--- src/rtl/chan_count_tx_pkg.sv ---
// Shared constants, state encoding and frame-length helper for chan_count_tx.
package chan_count_tx_pkg;

  // Sync pattern that opens every frame, sent MSB first.
  localparam logic [3:0] SYNC_PATTERN = 4'b1010;

  // Sync pattern plus the overrun header bit.
  localparam int HDR_BITS = 5;

  typedef enum logic {
    IDLE = 1'b0,
    SEND = 1'b1
  } state_t;

  // Total serial bits in one frame: header followed by one word per channel.
  function automatic int frame_bits(input int nch, input int width);
    return HDR_BITS + nch * width;
  endfunction

endpackage

--- src/rtl/chan_count_tx_counter.sv ---
// One counting channel: wrap-around event counter, edge-detect register and
// the shadow word captured on an accepted latch.
module chan_counter #(
  parameter int WIDTH = 30
) (
  input  logic             clk,
  input  logic             reset,
  input  logic             ena,
  input  logic             mode,
  input  logic             capture,
  input  logic             clear,
  output logic [WIDTH-1:0] shadow
);

  logic             prev;
  logic [WIDTH-1:0] count;
  logic             inc;

  // mode=0 counts enabled cycles, mode=1 counts rising edges of ena.
  assign inc = mode ? (ena & ~prev) : ena;

  // Counter, edge history and snapshot; prev tracks ena even in reset so a
  // level already high at release is not seen as an edge.
  always_ff @(posedge clk) begin
    // NOTE: sequential state uses non-blocking assignments so every register
    // samples the pre-edge values of the others.
    if (reset) begin
      count  <= '0;
      prev   <= ena;
      // NOTE: shadow is a handful of flops, not a memory array, so it is
      // cleared here like any other state register.
      shadow <= '0;
    end else begin
      prev <= ena;
      if (capture) shadow <= count;
      if (clear) count <= WIDTH'(inc);
      else       count <= count + WIDTH'(inc);
    end
  end

endmodule

--- src/rtl/chan_count_tx.sv ---
// Multi-channel gated event counter with atomic snapshot and framed,
// self-clocked MSB-first serial readout.
module chan_count_tx
  import chan_count_tx_pkg::*;
#(
  parameter int WIDTH          = 30,
  parameter int NCH            = 2,
  parameter int BIT_DIV        = 50000,
  parameter bit CLEAR_ON_LATCH = 1'b1
) (
  input  logic           clk,
  input  logic           reset,
  input  logic [NCH-1:0] ena,
  input  logic           mode,
  input  logic           latch,
  output logic           sout,
  output logic           bclk,
  output logic           busy,
  output logic           done,
  output logic           overrun
);

  localparam int FRAME_BITS = frame_bits(NCH, WIDTH);
  localparam int PH_W       = $clog2(BIT_DIV);
  localparam int BIT_W      = $clog2(FRAME_BITS);

  localparam logic [PH_W-1:0]  PH_LAST  = PH_W'(BIT_DIV - 1);
  localparam logic [PH_W-1:0]  PH_HALF  = PH_W'(BIT_DIV / 2);
  localparam logic [BIT_W-1:0] BIT_LAST = BIT_W'(FRAME_BITS - 1);

  state_t             state, state_d;
  logic [PH_W-1:0]    phase, phase_d;
  logic [BIT_W-1:0]   bit_cnt, bit_d;
  logic               done_d, sout_d, bclk_d;
  logic               hdr_ovr;
  logic               accept, clear;
  logic [NCH*WIDTH-1:0] shadow_flat;
  logic [FRAME_BITS-1:0] frame;

  // The done cycle is already IDLE, so a latch there starts the next frame.
  assign accept = latch && (state == IDLE);
  assign clear  = accept && CLEAR_ON_LATCH;
  assign busy   = (state == SEND);

  for (genvar i = 0; i < NCH; i++) begin : g_chan
    chan_counter #(.WIDTH(WIDTH)) u_chan (
      .clk     (clk),
      .reset   (reset),
      .ena     (ena[i]),
      .mode    (mode),
      .capture (accept),
      .clear   (clear),
      .shadow  (shadow_flat[i*WIDTH +: WIDTH])
    );
  end

  // Highest channel sits in the upper bits, so MSB-first order falls out.
  assign frame = {SYNC_PATTERN, hdr_ovr, shadow_flat};

  // Next-state, bit timing and the next values of the registered pins.
  always_comb begin
    // NOTE: every output of this block gets a default first so no path can
    // leave it unassigned and infer a latch.
    state_d = state;
    phase_d = phase;
    bit_d   = bit_cnt;
    done_d  = 1'b0;
    unique case (state)
      IDLE: begin
        if (latch) begin
          state_d = SEND;
          phase_d = '0;
          bit_d   = '0;
        end
      end
      SEND: begin
        if (phase == PH_LAST) begin
          phase_d = '0;
          if (bit_cnt == BIT_LAST) begin
            state_d = IDLE;
            bit_d   = '0;
            done_d  = 1'b1;
          end else begin
            bit_d = bit_cnt + 1'b1;
          end
        end else begin
          phase_d = phase + 1'b1;
        end
      end
      default: state_d = IDLE;
    endcase
    // Bits advance only when the phase wraps, which is also where bclk falls.
    sout_d = (state_d == SEND) && frame[BIT_LAST - bit_d];
    bclk_d = (state_d == SEND) && (phase_d >= PH_HALF);
  end

  // FSM, timing counters and glitch-free registered pins.
  always_ff @(posedge clk) begin
    if (reset) begin
      state   <= IDLE;
      phase   <= '0;
      bit_cnt <= '0;
      done    <= 1'b0;
      sout    <= 1'b0;
      bclk    <= 1'b0;
    end else begin
      state   <= state_d;
      phase   <= phase_d;
      bit_cnt <= bit_d;
      done    <= done_d;
      sout    <= sout_d;
      bclk    <= bclk_d;
    end
  end

  // Sticky overrun: set by a latch refused mid-frame, handed to the header
  // and cleared by the next accepted latch.
  always_ff @(posedge clk) begin
    if (reset) begin
      overrun <= 1'b0;
      hdr_ovr <= 1'b0;
    end else if (accept) begin
      hdr_ovr <= overrun;
      overrun <= 1'b0;
    end else if (latch) begin
      overrun <= 1'b1;
    end
  end

endmodule

--- config.mk ---
export PLATFORM = sky130hd
export DESIGN_NAME = chan_count_tx
export DESIGN_NICKNAME = d
export VERILOG_FILES = /design/src/rtl/chan_count_tx_pkg.sv /design/src/rtl/chan_count_tx_counter.sv /design/src/rtl/chan_count_tx.sv
export SDC_FILE = /design/constraint.sdc
export NUM_CORES = 1
export LEC_CHECK = 0
export ABC_AREA = 0
export BUFFER_PORTS_ARGS = -buffer_cell sky130_fd_sc_hd__buf_2
export CAP_MARGIN = 20
export CORE_UTILIZATION = 45
export CTS_CLUSTER_SIZE = 14
export DETAILED_ROUTE_END_ITERATION = 10
export GPL_TIMING_DRIVEN = 0
export PLACE_DENSITY = 0.73
export SYNTH_ARGS = -nofsm -noshare
export SYNTH_HDL_FRONTEND = slang
export SYNTH_HIERARCHICAL = 1
export SYNTH_SLANG_ARGS = --single-unit
--- constraint.sdc ---
create_clock -name clk -period 4 [get_ports clk]
set_input_delay 0.4 -clock clk [delete_from_list [all_inputs] [get_ports clk]]
set_output_delay 0.4 -clock clk [all_outputs]
set_load 0.05 [all_outputs]
# --- Word-level counts from Yosys, hierarchy flattened ---
# Index checks and enable logic that the tools add are counted.
# Widths: inputs -> output; s select.
totals:
  regBits: 151
  in_bits: 6
  out_inout_bits: 5
classes:
  n_addsub: 5
  order_cmp: 2
  eq_ne: 2
  n_mux: 18
  bitwise: 6
  n_reduce_logical: 5
op_table:
  columns: ["op", "n"]
  rows:
  - ["$add 30x1->30", 2]
  - ["$mux 16", 2]
  - ["$pmux 16 s2", 1]
  - ["$mux 7", 3]
  - ["$add 16x1->16 const B", 1]
  - ["$eq 16x16->1 const B", 1]
  - ["$ge 16x15->1 const B", 1]
  - ["$pmux 7 s2", 1]
  - ["$mux 1", 9]
  - ["$lt 7x8->1 const B", 1]
  - ["$add 7x1->7 const B", 1]
  - ["$bmux 1 s7", 1]
  - ["$eq 7x7->1 const B", 1]
  - ["$sub 7x7->7 const A", 1]
  - ["$not 1->1", 4]
  - ["$logic_and 1x1->1", 3]
  - ["$reduce_or 3->1", 1]
  - ["$and 1x1->1", 2]
  - ["$pmux 1 s2", 1]
  - ["$reduce_or 2->1", 1]

# --- Logic depth before layout (Yosys ltp) ---
# Gate-level depths: netlist of run 1.
logic_depth:
  depth_word: 8
  ltp_mapped: 17
  ltp_nobuf: 16

# --- By module ---
# The synthesis of run 1 kept the hierarchy.
modules_own_cells:
  columns: ["module", "instances", "cells_per_inst", "area_per_inst_um2"]
  rows:
  - ["chan_counter", 2, 269, 2514.9]
  - ["chan_count_tx", 1, 282, 2511.2]

# --- Least setup slack after synthesis of run 1 ---
# OpenSTA, ideal clock, no wires.
synth_path:
  path_type: "register -> register"
  startpoint: "register phase[10]"
  endpoint: "register sout"
  arrival_ps: 4318
  t_required_ps: 3940
  path_slack_ps: -379
  path_stages_with_launch: 17
  synth_period_minus_slack_ps: 4379
  cell_sequence: "dfxtp_1 > buf_6 > or4_4 > nor4_4 > mux2i_1 > a21oi_1 > buf_2 > ha_1 > or4b_2 > o32ai_1 > a211oi_2 > inv_2 > mux2i_1 > a21oi_1 > a221o_2 > a2111oi_2 > a311o_1"
synth_between:
  elab_chain_cells: 7
synth_lines:
  columns: ["element", "line_no", "source"]
  rows:
  - ["from (decl)", "chan_count_tx.sv:32", "logic [PH_W-1:0] phase, phase_d;"]
  - ["from (signal assigned)", "chan_count_tx.sv:108", "phase <= phase_d;"]
  - ["$eq 16x16->1 (*)", "chan_count_tx.sv:77", "if (phase == PH_LAST) begin"]
  - ["$mux 7", "chan_count_tx.sv:77", null]
  - ["$pmux 7 s2", "chan_count_tx.sv:68", "unique case (state)"]
  - ["$sub 7x7->7", "chan_count_tx.sv:93", "sout_d = (state_d == SEND) && frame[BIT_LAST - bit_d];"]
  - ["$bmux 1 s7", "chan_count_tx.sv:93", null]
  - ["$mux 1 (implied by the code)", "chan_count_tx.sv:93", null]
  - ["$logic_and 1x1->1 (*)", "chan_count_tx.sv:93", null]
  - ["to (signal assigned)", "chan_count_tx.sv:111", "sout <= sout_d;"]
  - ["to (decl)", "chan_count_tx.sv:16", "output logic sout,"]
# Mark *: on every way between the ends. The rest lies on a longest branch, timed or not. The select of a mux whose other input is x is not followed.
# A chain may end at the register's enable or synchronous reset.

# --- Final worst setup path of run 1 ---
layout_path:
  startpoint: "register phase[0]"
  endpoint: "register sout"
# Same word-level chain as after synthesis.

==> flow_summary.ini, run 1 <==
[worst_setup_path]
worstSetupStartpointType = register
crit_type = reg -> reg
end_kind = register
cp.required_ns = 4.35
crit_cells = 16
worstPathArrival_ns = 4.53
crit_path_max_fanout = 5
critical_path.slowest_cell = or4b_4
critPathTopFamily = compound AO/OA/AOI/OAI gates
crit_buf_inv = 2
r2r_cells = 16
max_stage_delay_ns = 0.49
crit_chain = ha_2 > nand4b_1 > nor4_4 > mux2i_1 > a21oi_2 > buf_6 > ha_4 > or4b_4 > o32ai_4 > a211oi_4 > inv_2 > mux2i_1 > a21oi_1 > a221o_2 > a2111oi_4 > a311o_1
crit_top_cell = mux2i_1

[run_status]
outcome = finished with violations
violations = negative setup slack

[finish]
num-nets-final = 878
multi_input_area_sq_mm = 0.00431
final-seq-area_sq_mm = 0.00303
final_common_cell = dfxtp_1
nFillCells = 1434
mostFrequentLayoutCells = 149 x dfxtp_1, 126 x nor2_1, 73 x mux2i_1
antennaDiodeCount = 0
drive_gt1_frac = 0.156
synthToLayoutAreaGrowth_pct = 15.8

[timing]
clock_skew_ns = 0.00813
max_freq_ghz = 0.239
finalHoldViolCount = 0
maxSlewViolCount = 0
rsz0062_at_grt = yes
whs_ns = 0.0816
min_period_ns = 4.18
fin_tns_setup_ns = -0.180
period_share = 1.04
slew_headroom = 0.494
setup_ws_ns = -0.180
setup_viol = 1
worst_slew_pin_slew_ns = 0.759

[floorplanning]
die_w_microns = 131
die_h_microns = 131
row_count = 46
start_util = 0.468
die-area_sq_mm = 0.0173
core_sq_mm = 0.0161
pin_count = 11

[power_and_ir_drop]
swShare = 0.223
vdd_drop_max_mv = 0.308
powerDensity_mw_per_mm2 = 387
seqPwrFrac = 0.449
p_int_uw = 2630
p_sw_uw = 752
p_comb_frac = 0.045
pwr-share-clk = 0.505
leakage_uw = 0.00308

[global_route]
grt-busiest-layer = met2
gr-usage-met3 = 0.0490
grt-ovfl-total = 0
grt_pass1_wl_microns = 29900
grt_max_degree = 17
grt_usage = 0.214
grt.met2_usage = 0.340
use_met1 = 0.287
antenna_found_initial = 0
grt_pass1_vias = 5914

[job]
cap_violations = 0

[clock_tree]
clock_latency_ns = 0.43
cts_root_buf = clkbuf_16
h-tree-depth = 4
clk_pin_slew_worst_paths_ns = 0.06
cts_sinks = 151
cts_buffer_depth = 2
cts_hold_buffers = 0
cts_buffers = 17
cts_tree = yes

[logic_synthesis]
synth_nets = 837
synth_seq_cells = 151
yosysSeqAreaShare = 0.401
postSynthAreaPerCell_sq_um = 9.20
synth-main-ff-cell = dfxtp_1
netlist_area_sq_mm = 0.00754
syn_inst = 820
synth_cell_types = 81
synth_edf_count = 0
async_reset_ff_frac = 0
ys_warn_count = 6

[drt]
avgViaCountPerCell = 5.76
final_antenna_net_count = 0
drtPass1Iterations = 5
detail_route.iter0.violations = 500
postRouteWirelength_microns = 17900
via_count = 6278
routedWlPerCell_microns = 16.4
drc = 0

[worst_hold_path]
hp-class = in -> reg
hold_depth = 1

[placed_design]
gp_congestion = 0.807
place_hpwl_microns = 12200
io_buffers = 9
==> registers in the layout, indices dropped and copies added (netlist names) <==
name	flops
g_chan.u_chan/count	60
g_chan.u_chan/shadow	60
phase	16
bit_cnt	7
g_chan.u_chan/prev	2
bclk	1
busy	1
done	1
hdr_ovr	1
overrun	1
sout	1
==> path summary, 6_finish.rpt <==
check                              startpoint                          end  slack, ns
setup reg to reg                     phase[0]                         sout      -0.18
hold / removal                         ena[0]        g_chan[0].u_chan/prev       0.08
setup / recovery                     phase[0]                         sout      -0.18
hold reg to reg   g_chan[1].u_chan/shadow[18]  g_chan[1].u_chan/shadow[18]       0.49
==> synthesized netlist by cell type (all sizes together), types with 7 or more instances <==
| library cell | count | share of area |
|---|---|---|
| mux2i | 74 | 0.098 |
| mux4 | 13 | 0.039 |
| nand2 | 39 | 0.020 |
| ha | 11 | 0.018 |
| nor4 | 11 | 0.012 |
| dfxtp | 151 | 0.40 |
| nor2 | 126 | 0.063 |
| xnor2 | 17 | 0.021 |
| xor2 | 19 | 0.025 |
| or3 | 17 | 0.014 |
| nand4 | 24 | 0.022 |
| and3 | 16 | 0.014 |
| nand3 | 36 | 0.026 |
| clkbuf | 40 | 0.021 |
| o31ai | 17 | 0.017 |
| nor2b | 7 | 0.0058 |
| a22oi | 8 | 0.0080 |
| nor3 | 10 | 0.0066 |
| inv | 12 | 0.0060 |
| buf | 15 | 0.014 |
| a21oi | 45 | 0.030 |
| or4 | 22 | 0.023 |
| o21ai | 25 | 0.017 |
==> stage by stage <==
step	utilization	cells	cell area, sq um	setup WS, ns	power [uW]
2_1_floorplan	-	820	7570	-0.0796	1660
3_3_place_gp	0.490	1045	7890	-0.841	1700
3_5_place_dp	0.490	1046	7900	-0.843	1700
4_1_cts	0.540	1088	8700	-0.180	3400
5_1_grt	0.542	1090	8730	-0.318	3490
6_report	0.542	1090	8730	-0.180	3380
==> area by class of cell <==
type	count	share of cell area
inverter	12	0.00516
multi-input combinational	602	0.494
timing repair buffer	23	0.0176
clock inverter	10	0.0159
buffer	54	0.0334
tap	216	0.0310
sequential	151	0.347
clock buffer	22	0.0566
==> logic make-up after synthesis <==
| logic type | count (synthesis) | synth area share |
|---|---|---|
| and+or+nand+nor | 336 | 0.237 |
| DFF | 151 | 0.401 |
| AOI/OAI and AO/OA | 129 | 0.115 |
| muxes | 90 | 0.142 |
| buffers and inverters | 67 | 0.0411 |
| xor gates and xnor gates | 36 | 0.0453 |
| adders and majority gates | 11 | 0.0183 |
==> power by group through the flow <==
stage	Combinational [uW]	Clock (uW)	Sequential [uW]
6_report	153	1710	1520
3_5_place_dp	149	0	1550
2_1_floorplan	102	0	1560
3_3_place_gp	146	0	1550
5_1_grt	167	1810	1520
4_1_cts	152	1730	1520
==> repair_timing <==
action | CTS | global route
endpoints found under the setup margin | 1 | 1
resized for setup | 14 | 4
pin swaps | 8 | 2
setup buffers | 11 | 2
==> worst reg2reg max path: stages, from the launching register on <==
cell and delay [ns]:
dfxtp_1 0.40, ha_2 0.24, nand4b_1 0.19, nor4_4 0.42, mux2i_1 0.35, a21oi_2 0.08
buf_6 0.14, ha_4 0.17, or4b_4 0.49, o32ai_4 0.25, a211oi_4 0.10, inv_2 0.09
mux2i_1 0.17, a21oi_1 0.08, a221o_2 0.43, a2111oi_4 0.29, a311o_1 0.21
==> per-layer routing <==
layer / routed length, microns / vias up
met5: 0 / -
met4: 234 / 0
met3: 878 / 24
met2: 8190 / 136
met1: 8620 / 3042
li1: - / 3076
No activity file was read; power rests on OpenSTA's default activity.
==> run 2: changes to the inputs <==
--- a/config.mk
+++ b/config.mk
@@ -8,11 +8,13 @@
 export ABC_AREA = 0
 export BUFFER_PORTS_ARGS = -buffer_cell sky130_fd_sc_hd__buf_2
 export CAP_MARGIN = 20
+export CELL_PAD_IN_SITES_DETAIL_PLACEMENT = 0
+export CELL_PAD_IN_SITES_GLOBAL_PLACEMENT = 1
 export CORE_UTILIZATION = 45
 export CTS_CLUSTER_SIZE = 14
 export DETAILED_ROUTE_END_ITERATION = 10
 export GPL_TIMING_DRIVEN = 0
-export PLACE_DENSITY = 0.73
+export PLACE_DENSITY = 0.79
 export SYNTH_ARGS = -nofsm -noshare
 export SYNTH_HDL_FRONTEND = slang
 export SYNTH_HIERARCHICAL = 1
==> flow_summary.ini, run 2 (synthesis results as in run 1) <==
[drt]
wl_met2_microns = 8340
avgViaCountPerCell = 5.79
drtPass1Iterations = 5
met1_length_microns = 9010
wl_met3_microns = 696
final_antenna_net_count = 0
drc = 0
dr.max_layer_used = met4
detail_route.iter0.violations = 338
via_count = 6301
postRouteWirelength_microns = 18300
routedWlPerCell_microns = 16.8

[finish]
mostFrequentLayoutCells = 150 x dfxtp_1, 126 x nor2_1, 74 x mux2i_1
reg_top3 = g_chan.u_chan/count (60), g_chan.u_chan/shadow (60), phase (16)
synthToLayoutAreaGrowth_pct = 14.2
antennaDiodeCount = 0
final_common_cell = dfxtp_1
num-nets-final = 876
drive_gt1_frac = 0.149

[timing]
slew_headroom = 0.489
finalHoldViolCount = 0
max_freq_ghz = 0.243
setup_viol = 1
setup_ws_ns = -0.112
clock_skew_ns = 0.00817
worst_slew_pin_slew_ns = 0.767
rsz0062_at_grt = yes
min_period_ns = 4.11
period_share = 1.03
maxSlewViolCount = 0

[worst_setup_path]
critical_path.slowest_cell = or4_4
crit_type = reg -> reg
crit_chain = buf_6 > or4_4 > nor4_4 > mux2i_1 > a21oi_2 > buf_6 > ha_4 > or4b_4 > o32ai_4 > a211oi_4 > inv_2 > mux2i_1 > a21oi_1 > a221o_2 > a2111oi_4 > a311o_1
max_stage_delay_ns = 0.50
regToRegEndpoint = sout
crit_buf_inv = 3
crit_path_max_fanout = 9
critPathTopFamily = compound AO/OA/AOI/OAI gates
r2r_cells = 16
worstPathArrival_ns = 4.46
reg2reg_slack_ns = -0.11
timing.rr.start = phase[10]
end_kind = register
worstSetupStartpointType = register
cp.required_ns = 4.35

[power_and_ir_drop]
seqPwrFrac = 0.471
pwr-share-clk = 0.483
p_comb_frac = 0.047
swShare = 0.231
vdd_drop_max_mv = 0.305
powerDensity_mw_per_mm2 = 375
p_sw_uw = 745
total_power_uw = 3230
p_int_uw = 2480
leakage_uw = 0.00302

[clock_tree]
cts_buffers = 17
clock_latency_ns = 0.42
cts_sinks = 151
cts_tree = yes
clk_pin_slew_worst_paths_ns = 0.06
cts_buffer_depth = 2
cts_root_buf = clkbuf_16
h-tree-depth = 4

[global_route]
grt_pass1_wl_microns = 30200
grt_pass1_vias = 5950
grt_max_degree = 17
grt_usage = 0.219
antenna_found_initial = 0
grt-ovfl-total = 0

[floorplanning]
row_count = 46
die_h_microns = 131
die-area_sq_mm = 0.0173
die_w_microns = 131
core_sq_mm = 0.0161
start_util = 0.468
pin_count = 11

[job]
cap_violations = 0

[run_status]
outcome = finished with violations
violations = negative setup slack

[placed_design]
place_hpwl_microns = 13100
dp_slack_ns = -0.885
io_buffers = 9
gp_congestion = 0.829

[worst_hold_path]
hold_path_end = g_chan[1].u_chan/prev
hp-class = in -> reg
hold_path.startpoint = ena[1]
hold_depth = 1
run 2: area by class of cell:
type                       instances  area (sq um)
multi-input combinational        602          4280
fill                            1508          7510
tap                              216           270
clock inverter                    11          95.1
clock buffer                      21           480
inverter                          12          45.0
timing repair buffer              21           135
buffer                            54           274
sequential                       151          3020
run 2: stage by stage:
step                      setup TNS, ns  utilization  instances  hold slack, ns  instance area (sq um)
final                            -0.112        0.534       1088          0.0947                   8610
after CTS                       -0.0806        0.534       1087          0.0777                   8600
after floorplan                 -0.0796            -        820           0.428                   7570
after detailed placement         -0.885        0.490       1046           0.479                   7900
after global routing             -0.238        0.534       1088          0.0749                   8610
after global placement           -0.835        0.490       1045           0.467                   7890
run 2: worst register-to-register path: cells and delay by family, from the launching register on:
kind / cells / cell delay (ns)
muxes: 2 / 0.49
adders and majority gates: 1 / 0.18
buffers and inverters: 3 / 0.35
and+or+nand+nor: 3 / 1.32
DFF: 1 / 0.31
AOI/OAI and AO/OA: 7 / 1.39
run 2: worst max-delay path by stage:
stage               cells after the start  slack, ns       from  endpoint
floorplan                              16      -0.08  phase[12]      sout
global placement                       13      -0.83   phase[5]      sout
detailed placement                     14      -0.89   phase[0]      sout
CTS                                    16      -0.08  phase[10]      sout
global route                           16      -0.24  phase[10]      sout
finish                                 16      -0.11  phase[10]      sout
run 2: repair_timing:
item                       in CTS  in global routing
setup buffers                  10                  1
setup endpoints to repair       1                  1
gates resized for setup         9                  2
hold buffers                    0                  0
pin swaps                       7                  0
run 2: metal layers:
| layer | up-vias | global-route usage |
|---|---|---|
| met1 | 3084 | 0.300 |
| met5 | - | 0 |
| met4 | 0 | 0.0724 |
| li1 | 3070 | - |
| met3 | 20 | 0.0424 |
| met2 | 127 | 0.342 |
run 2: power groups by stage:
stage	clock network [uW]	logic, uW	registers (uW)
CTS	1590	151	1520
floorplan	0	102	1560
detailed placement	0	149	1550
global placement	0	145	1550
global route	1660	164	1520
finish	1560	151	1520
==> run 3: changes to the inputs <==
--- a/config.mk
+++ b/config.mk
@@ -6,6 +6,7 @@
 export NUM_CORES = 1
 export LEC_CHECK = 0
 export ABC_AREA = 0
+export ABC_CLOCK_PERIOD_IN_PS = 5300
 export BUFFER_PORTS_ARGS = -buffer_cell sky130_fd_sc_hd__buf_2
 export CAP_MARGIN = 20
 export CELL_PAD_IN_SITES_DETAIL_PLACEMENT = 0
@@ -14,7 +15,7 @@
 export CTS_CLUSTER_SIZE = 14
 export DETAILED_ROUTE_END_ITERATION = 10
 export GPL_TIMING_DRIVEN = 0
-export PLACE_DENSITY = 0.79
+export PLACE_DENSITY = 0.76
 export SYNTH_ARGS = -nofsm -noshare
 export SYNTH_HDL_FRONTEND = slang
 export SYNTH_HIERARCHICAL = 1
==> constraint.sdc (replaced) <==
create_clock -name clk -period 5.3 [get_ports clk]
set_input_delay 0.53 -clock clk [delete_from_list [all_inputs] [get_ports clk]]
set_output_delay 0.53 -clock clk [all_outputs]
set_load 0.05 [all_outputs]
==> flow_summary.ini, run 3 (synthesis results as in run 1) <==
[run_status]
outcome = finished, final reports clean

[drt]
detail_route.iter0.violations = 500
via_count = 6208
avgViaCountPerCell = 5.77
postRouteWirelength_microns = 18000
drtPass1Iterations = 5
drc = 0
final_antenna_net_count = 0
routedWlPerCell_microns = 16.7

[power_and_ir_drop]
vdd_drop_max_mv = 0.229
p_comb_frac = 0.045
powerDensity_mw_per_mm2 = 292
leakage_uw = 0.00295
swShare = 0.232
seqPwrFrac = 0.463
p_int_uw = 1900
p_sw_uw = 572
pwr-share-clk = 0.491

[floorplanning]
die-area_sq_mm = 0.0173
row_count = 46
die_w_microns = 131
start_util = 0.468
core_sq_mm = 0.0161
die_h_microns = 131
pin_count = 11

[worst_setup_path]
crit_buf_inv = 2
cp.required_ns = 5.65
critical_path.slowest_cell = nor4_4
crit_type = reg -> reg
crit_chain = ha_1 > nand4b_1 > nor4_4 > mux2i_1 > a21oi_1 > buf_2 > ha_1 > or4b_2 > o32ai_1 > a211oi_2 > inv_2 > mux2i_1 > a21oi_1 > a221o_2 > a2111oi_2 > a311o_1
crit_path_max_fanout = 11
worstPathArrival_ns = 5.32
reg2reg_slack_ns = 0.34
end_kind = register
critPathTopFamily = simple AND/OR/NAND/NOR gates
max_stage_delay_ns = 0.66
worstSetupStartpointType = register

[clock_tree]
cts_buffer_depth = 2
cts_root_buf = clkbuf_16
cts_hold_buffers = 0
cts_sinks = 151
cts_tree = yes
clk_pin_slew_worst_paths_ns = 0.06
h-tree-depth = 4
cts-resized-gates = 0
cts_buffers = 17
clock_latency_ns = 0.42

[finish]
synthToLayoutAreaGrowth_pct = 12.1
final_common_cell = dfxtp_1
antennaDiodeCount = 0
drive_gt1_frac = 0.130
reg_top3 = g_chan.u_chan/count (60), g_chan.u_chan/shadow (60), phase (16)
mostFrequentLayoutCells = 151 x dfxtp_1, 126 x nor2_1, 74 x mux2i_1
num-nets-final = 865

[timing]
maxSlewViolCount = 0
clock_skew_ns = 0.00810
setup_viol = 0
rsz0062_at_grt = no
max_freq_ghz = 0.202
whs_ns = 0.220
fin_tns_setup_ns = 0
period_share = 0.936
finalHoldViolCount = 0
min_period_ns = 4.96
slew_headroom = 0.482
worst_slew_pin_slew_ns = 0.777

[placed_design]
gp_congestion = 0.800
io_buffers = 9
place_hpwl_microns = 13300

[global_route]
grt_max_degree = 17
grt_pass1_vias = 5761
grt_pass1_wl_microns = 29900
grt-ovfl-total = 0
grt_usage = 0.216
antenna_found_initial = 0

[job]
cap_violations = 0

[worst_hold_path]
hp-class = in -> reg
run 3: cell type report:
cell class	instances	area, sq um
plain buffers	54	262
flip-flops and latches	151	3020
fillers	1505	7660
clock buffers	19	453
inverters	12	45.0
clock inverters	12	143
repair buffers	10	52.6
well taps	216	270
multi-input cells	602	4210
run 3: final timing paths:
kind / start / cells past startpoint / to
worst min-delay path: ena[1] / 1 / g_chan[1].u_chan/prev
worst max register to register: phase[0] / 16 / sout
worst min register to register: g_chan[1].u_chan/shadow[17] / 2 / g_chan[1].u_chan/shadow[17]
worst max-delay path: phase[0] / 16 / sout
run 3: timing repair:
action | 4_1_cts | 5_1_grt
setup buffers | 0 | 0
hold endpoints to repair | 0 | 0
endpoints found under the setup margin | 0 | 1
run 3: power by group through the flow:
stage	Combinational [uW]	Clock, uW	Sequential (uW)
after floorplan	76.6	0	1180
after global placement	109	0	1170
after detailed placement	112	0	1170
after CTS	113	1230	1150
after global routing	122	1300	1150
final	112	1210	1150
run 3: through the flow:
stage | std cells | utilization | area [sq um] | power (uW) | setup WS, ns
global route | 1076 | 0.525 | 8460 | 2560 | 0.0353
global placement | 1045 | 0.488 | 7860 | 1280 | 0.220
detailed placement | 1046 | 0.488 | 7860 | 1280 | 0.242
CTS | 1077 | 0.525 | 8460 | 2490 | 0.203
floorplan | 820 | - | 7540 | 1250 | 0.921
finish | 1076 | 0.525 | 8460 | 2470 | 0.338
run 3: routing by layer:
metal / track usage / wire length [microns] / vias up / part of all wire
li1: - / - / 3046 / -
met1: 0.303 / 8750 / 3000 / 0.49
met2: 0.340 / 8300 / 147 / 0.46
met3: 0.0436 / 755 / 15 / 0.042
met4: 0.0497 / 162 / 0 / 0.0090
met5: 0 / 0 / - / 0
